`src/rtl/react_timer.sv`:
```
// react_timer: reaction-tester timing front-end (tick prescaler, random pre-stimulus delay, 1 ms reaction counter, button sync).
// Define RANDOM_DELAY_EN to add the LFSR random part to the WAIT delay; otherwise the delay is fixed at DELAY_MIN_MS.
module react_timer #(
    parameter int TICK_DIV     = 12000,
    parameter int MAX_TIME     = 999,
    parameter int DELAY_MIN_MS = 1000,
    parameter int DELAY_MASK   = 1023
) (
    input  logic       clk,
    input  logic       rst,
    input  logic [2:0] machine_state,
    input  logic       btn,
    output logic       signal_start,
    output logic       signal_react,
    output logic       signal_overflow,
    output logic       signal_cleared,
    output logic [9:0] react_time
);
    localparam logic [2:0]  S_WAIT = 3'd1, S_CLR1 = 3'd2, S_START = 3'd3, S_CLR2 = 3'd5;
    localparam logic [13:0] TICK_LAST = 14'(TICK_DIV - 1);
    localparam logic [9:0]  MAXT = 10'(MAX_TIME);
    localparam logic [11:0] DMIN = 12'(DELAY_MIN_MS);
    logic [2:0]  prev_state;
    logic [2:0]  btn_sync;
    logic [13:0] presc;
    logic [11:0] delay_cnt;
    logic [11:0] delay_load;
    logic [9:0]  cnt;
    logic        entry, in_wait, in_start, in_clr, counting, tick, press, done;
    assign entry    = machine_state != prev_state;
    assign in_wait  = machine_state == S_WAIT;
    assign in_start = machine_state == S_START;
    assign in_clr   = machine_state == S_CLR1 || machine_state == S_CLR2;
    assign counting = in_wait || in_start;
    assign tick     = counting && presc == TICK_LAST;
    assign press    = btn_sync[1] && !btn_sync[2];
    assign done     = signal_react || signal_overflow;
`ifdef RANDOM_DELAY_EN
    logic [15:0] lfsr;
    always_ff @(posedge clk or posedge rst)
        if (rst) lfsr <= 16'hACE1;
        else     lfsr <= {lfsr[14:0], lfsr[15] ^ lfsr[13] ^ lfsr[12] ^ lfsr[10]};
    assign delay_load = DMIN + 12'(lfsr & 16'(DELAY_MASK));
`else
    assign delay_load = DMIN;
`endif
    always_ff @(posedge clk or posedge rst) begin
        if (rst) begin
            prev_state <= '0;
            btn_sync   <= '0;
            presc      <= '0;
            delay_cnt  <= '0;
            cnt        <= '0;
        end else begin
            prev_state <= machine_state;
            btn_sync   <= {btn_sync[1:0], btn};
            presc      <= (counting && !tick) ? presc + 14'd1 : 14'd0;
            if (in_wait && entry) delay_cnt <= delay_load;
            else if (in_wait && tick && delay_cnt != 12'd0) delay_cnt <= delay_cnt - 12'd1;
            if (in_clr && entry) cnt <= '0;
            else if (in_start && tick && cnt < MAXT) cnt <= cnt + 10'd1;
        end
    end
    // A press landing on the cycle the counter sits at MAX_TIME beats the overflow.
    always_ff @(posedge clk or posedge rst) begin
        if (rst) begin
            signal_start    <= 1'b0;
            signal_react    <= 1'b0;
            signal_overflow <= 1'b0;
            signal_cleared  <= 1'b0;
            react_time      <= '0;
        end else begin
            signal_cleared <= in_clr && !entry;
            signal_start   <= in_wait ? (!entry && (signal_start || delay_cnt == 12'd0))
                                      : (signal_start && !entry);
            if (in_start) begin
                if (!done && press) begin
                    react_time   <= cnt;
                    signal_react <= 1'b1;
                end else if (!done && cnt == MAXT) begin
                    react_time      <= MAXT;
                    signal_overflow <= 1'b1;
                end
            end else if (entry && !in_wait) begin
                signal_react    <= 1'b0;
                signal_overflow <= 1'b0;
            end
        end
    end
endmodule

```
`config.mk`:
```
export PLATFORM = sky130hd
export DESIGN_NAME = react_timer
export DESIGN_NICKNAME = d
export VERILOG_FILES = /design/src/rtl/react_timer.sv
export SDC_FILE = /design/constraint.sdc
export NUM_CORES = 1
export LEC_CHECK = 0
export ABC_AREA = 0
export BUFFER_PORTS_ARGS = -buffer_cell sky130_fd_sc_hd__buf_2
export CORE_ASPECT_RATIO = 1.4
export CORE_MARGIN = 2
export CORE_UTILIZATION = 45
export CTS_CLUSTER_DIAMETER = 50
export DETAILED_ROUTE_END_ITERATION = 6
export SYNTH_ARGS = -nofsm -noshare
export SYNTH_HDL_FRONTEND = slang
export SYNTH_SLANG_ARGS = --single-unit
export TNS_END_PERCENT = 30
```
`constraint.sdc`:
```
create_clock -name clk -period 2.23 [get_ports clk]
set_input_delay 0.5575 -clock clk [delete_from_list [all_inputs] [get_ports clk]]
set_output_delay 0.5575 -clock clk [all_outputs]
set_load 0.05 [all_outputs]
```
== Word-level counts from Yosys, hierarchy flattened ==
Index checks and enable logic that the tools add are counted.

* Flip-flop bits (word level): 56
* Input port bits: 6
* Output and inout bits: 14
* Logic and storage cells: 71

* Add/sub/neg operators: 3
* Magnitude comparators: 1
* Eq/ne operators: 10
* Mux-type cells: 14
* Reduce and logical (&&, ||, !) cells: 33

{| class="wikitable"
|+ Operators by type and width
! kind !! number
|-
| 2-to-1 mux 10 bit || 4
|-
| 2-to-1 mux 12 bit || 2
|-
| logical AND 1 bit || 15
|-
| adder 14 x 1 -> 14 bit, second input constant || 1
|-
| equality test 14 bit, second input constant || 1
|-
| 2-to-1 mux 14 bit || 1
|-
| zero test 12 bit || 1
|-
| nonzero test 12 bit || 1
|-
| subtractor 12 x 1 -> 12 bit, second input constant || 1
|-
| adder 10 x 1 -> 10 bit, second input constant || 1
|-
| equality test 10 bit, second input constant || 1
|-
| less-than comparator 10 bit, second input constant || 1
|-
| nonzero test 2 bit || 4
|-
| 2-to-1 mux 1 bit || 7
|-
| equality test 3 x 2 -> 1 bit, second input constant || 2
|-
| zero test 1 bit || 5
|-
| logical OR 1 bit || 4
|-
| inequality test 2 x 1 -> 1 bit, second input constant || 2
|-
| AND reduction 2 bit || 2
|-
| equality test 3 x 1 -> 1 bit, second input constant || 1
|-
| equality test 3 bit, second input constant || 1
|-
| inequality test 3 bit || 1
|-
| AND reduction 3 bit || 1
|-
| inequality test 2 bit, second input constant || 1
|}

== Logic depth before layout (Yosys ltp) ==
* Depth after elaboration: 7
* Gate-level depth with buffers: 8
* Mapped depth without buffers: 6

== Worst setup path before layout ==
No wires, ideal clock.

* Kind: input port to flip-flop
* Start point: input machine_state[2]
* End point: register delay_cnt[11]
* Setup time: 0.125 ns
* Data arrival time: 2.082 ns
* Data required time: 2.105 ns
* Path slack: 0.024 ns
* Stages: 6
* Buffers on the path: 2
* Cell sequence: buf_6 or3b_1 clkbuf_2 or4_1 nor4_1 mux2_2

* Cells in the longest elaborated chain, start to end: 6
* Elaborated cells on any way between the ends: 10
* Classes of those cells: eq/ne: 3; mux: 1; reduce/logical: 6

{| class="wikitable"
|+ Ends and longest elaborated chain
! element !! RTL line !! text
|-
| start, declared || 11 || <nowiki>input logic [2:0] machine_state,</nowiki>
|-
| equality test 3 x 1 -> 1 bit / equality test 3 x 2 -> 1 bit (equally long branches) || 31, 32 ||
|-
| logical OR 1 bit || 34 || <nowiki>assign counting = in_wait || in_start;</nowiki>
|-
| logical AND 1 bit || 35 || <nowiki>assign tick = counting && presc == TICK_LAST;</nowiki>
|-
| logical AND 1 bit (2 in series) || 59 || <nowiki>else if (in_wait && tick && delay_cnt != 12'd0) delay_cnt <= delay_cnt - 12'd1;</nowiki>
|-
| nonzero test 2 bit (no line) || -- ||
|-
| end signal, assigned || 58 || <nowiki>if (in_wait && entry) delay_cnt <= delay_load;</nowiki>
|-
| end signal, assigned || 59 ||
|-
| end, declared || 26 || <nowiki>logic [11:0] delay_cnt;</nowiki>
|}

Several ways; a longest one is shown, not always the timed one.
A chain may end at the register's enable or synchronous reset.

== Final worst setup path ==
* Start point: register presc[0]
* End point: register cnt[9]

* Cells in the longest elaborated chain, start to end: 5

{| class="wikitable"
|+ Ends and longest elaborated chain
! element !! RTL line !! text
|-
| start, declared || 25 || <nowiki>logic [13:0] presc;</nowiki>
|-
| start signal, assigned || 57 || <nowiki>presc <= (counting && !tick) ? presc + 14'd1 : 14'd0;</nowiki>
|-
| equality test 14 bit || 35 ||
|-
| logical AND 1 bit || 35 ||
|-
| logical AND 1 bit (2 in series) || 61 || <nowiki>else if (in_start && tick && cnt < MAXT) cnt <= cnt + 10'd1;</nowiki>
|-
| nonzero test 2 bit (no line) || -- ||
|-
| end signal, assigned || 61 ||
|-
| end, declared || 28 || <nowiki>logic [9:0] cnt;</nowiki>
|}

Every way passes these cells.

==> impl_metrics.yaml <==
pwr:
  leakage_uw: 0.001323
  internal_power_uw: 1599
  switching_share: 0.2752
  power_density_nw_per_um2: 699.1
  ir_drop_uv: 271.8
  p_sw_uw: 607.1
  seqPwrFrac: 0.494
  clkPwrFrac: 0.351
  pwr-share-comb: 0.155
routing:
  antenna_left: 0
  drt_wl_total_um: 5852
  drtPass1Iterations: 4
  drc: 0
  drt-initial-drc-count: 97
  routedWlPerCell_um: 15.65
  route.vias.total: 2153
  viasPerCell: 5.757
timing:
  hold_slack_ns: 0.2493
  fin_ws_ns: 0.2023
  min_period_ns: 2.028
  fmax_mhz: 493.2
  final.setup.tns_ns: 0
  rsz0062_at_grt: "no"
  clock-skew-final_ns: 0.01356
  finalCritPeriodShare: 0.9093
  worst_pin_slew_ns: 0.5865
  slew_headroom: 0.6090
  finalHoldViolations: 0
  drv_slew: 0
  setup_violations: 0
global_routing:
  grt_max_degree: 35
  antenna_found_initial: 0
  grt_pass1_vias: 2086
  overflow: 0
  grt_use_total: 0.1849
  grt_pass1_wl_um: 10230
critical_path:
  path_max_fanout: 34
  worst_setup_path_end_kind: "flop"
  required_ns: 2.45
  criticalPathCategory: "reg -> reg"
  worst_setup_path_start_kind: "flop"
  arrival_ns: 2.25
logic_synthesis:
  synth_cell_types: 44
  syn_area_per_cell_um2: 10.15
  yosysSeqAreaShare: 0.5041
  synth_nets: 284
  synth_cells: 274
  synth_enable_flop_cells: 0
  syn-cell-area_um2: 2780
  ys_ff_latch: 56
  async_reset_ff_frac: 1.000
  synthFlopType: "dfrtp_1"
  yosysWarningCount: 0
status:
  outcome: "finished clean"
clock_tree:
  cts_max_level: 2
  cts-resized-gates: 0
  cts_made_buffers: 5
  cts-root-buf: "clkbuf_8"
  cts.path.max_buffers: 2
  cts_tree: "done"
  clock-sinks: 56
  hold_buffers: 0
  cts.clk_slew.worst_paths_ns: 0.10
  cts_setup_buffers: 0
  clock_latency_ns: 0.31
placement:
  place_congestion: 0.8347
  numPortBuffers: 19
  place_ws_ns: 0.02745
  hpwlAfterDp_um: 4123
worst_hold_path:
  min_path_type: "in -> async"
flow_run:
  max_cap_violations: 0
floorplan:
  pin_count: 20
  fp.dieArea_um2: 6832
  die_w_um: 70.43
  num_rows: 33
  initial_utilization: 0.4709
  die-height_um: 97
  core_um2: 5904
finish:
  insertedDiodeCount: 0
  final_common_cell: "dfrtp_1"
  mostFrequentLayoutCells: "dfrtp_1, nor2_1, buf_2"
  fin_nets: 314
  area_delta_synth_final_pct: 13.50
  drive_gt1_frac: 0.1612
-- critical path, cell delays in order (launching register included) --
cell     delay, ns
dfrtp_1       0.38
ha_1          0.21
and4_1        0.31
nand4_1       0.12
buf_4         0.25
or3_1         0.44
o31ai_1       0.24
-- state kept, by name, summed over array words and instances, names as in the netlist --
name,cells
cnt,10
signal_react,1
signal_start,1
presc,14
signal_cleared,1
btn_sync,3
signal_overflow,1
prev_state,3
delay_cnt,12
react_time,10
-- synth_stat cells (2+ instances only) --
| master | instances | area share |
|---|---|---|
| dfrtp_1 | 56 | 0.50 |
| nor2b_1 | 8 | 0.018 |
| nand3_1 | 11 | 0.020 |
| and4_1 | 4 | 0.013 |
| xnor2_1 | 2 | 0.0063 |
| o22a_1 | 8 | 0.025 |
| or3_1 | 3 | 0.0068 |
| clkbuf_1 | 8 | 0.011 |
| nand4_1 | 10 | 0.023 |
| and2_1 | 3 | 0.0068 |
| or4_1 | 14 | 0.038 |
| inv_1 | 8 | 0.011 |
| buf_2 | 2 | 0.0036 |
| nand2_1 | 15 | 0.020 |
| nor4_1 | 4 | 0.0090 |
| a21oi_1 | 14 | 0.025 |
| xor2_1 | 11 | 0.035 |
| and3_1 | 5 | 0.011 |
| mux2i_1 | 8 | 0.029 |
| ha_1 | 4 | 0.018 |
| o22ai_1 | 2 | 0.0045 |
| o21ai_0 | 10 | 0.018 |
| nand2b_1 | 3 | 0.0068 |
| nor3b_1 | 3 | 0.0081 |
| nor2_1 | 21 | 0.028 |
| nor3_1 | 8 | 0.014 |
| o31ai_1 | 12 | 0.032 |
-- power groups by stage --
stage / combinational (uW) / sequential (uW) / clock, uW
finish: 341 / 1090 / 774
global route: 366 / 1100 / 833
CTS: 346 / 1090 / 794
detailed placement: 346 / 1110 / 0
global placement: 343 / 1110 / 0
floorplan: 97.5 / 1260 / 0
-- final cells by class --
| type | instances | area, um^2 |
|---|---|---|
| clock buffers | 5 | 68.82 |
| inverters | 8 | 30.03 |
| fillers | 544 | 2749 |
| well taps | 70 | 87.58 |
| repair buffers | 36 | 222.7 |
| multi-input cells | 197 | 1285 |
| flip-flops and latches | 56 | 1401 |
| clock inverters | 2 | 60.06 |
-- cells by family after synthesis --
group | synth area share
XOR/XNOR | 0.04095
flip-flops | 0.5040
adder cells (fa/ha/maj) | 0.01800
AO/OA/AOI/OAI | 0.1179
multiplexers | 0.03285
buffers and inverters | 0.03375
AND/OR/NAND/NOR | 0.2525
-- metal layers --
layer	wire length [um]	GRT usage	vias up
met3	144	0.03125	10
met2	2865	0.3012	36
met1	2734	0.2534	1040
met4	108	0.05030	0
met5	0	0	-
li1	-	-	1067
-- stage by stage --
stage | total power (uW) | util | area, um^2 | cells
6_report | 2206 | 0.5344 | 3156 | 374
5_1_grt | 2298 | 0.5344 | 3156 | 374
4_1_cts | 2231 | 0.5344 | 3156 | 374
3_5_place_dp | 1457 | 0.5126 | 3027 | 367
3_3_place_gp | 1455 | 0.5126 | 3027 | 367
2_1_floorplan | 1360 | - | 2780 | 274
-- path summary, 6_finish.rpt --
path	start	to	slack (ns)	depth (start not counted)
min	rst	delay_cnt[3]	0.25	2
max reg2reg	presc[0]	cnt[9]	0.20	6
max	presc[0]	cnt[9]	0.20	6
min reg2reg	btn_sync[0]	btn_sync[1]	0.36	0
min in group clk	btn_sync[0]	btn_sync[1]	0.36	0
max in group asynchronous	rst	cnt[6]	1.32	3
Note: power is estimated with default switching activity, not from simulation.
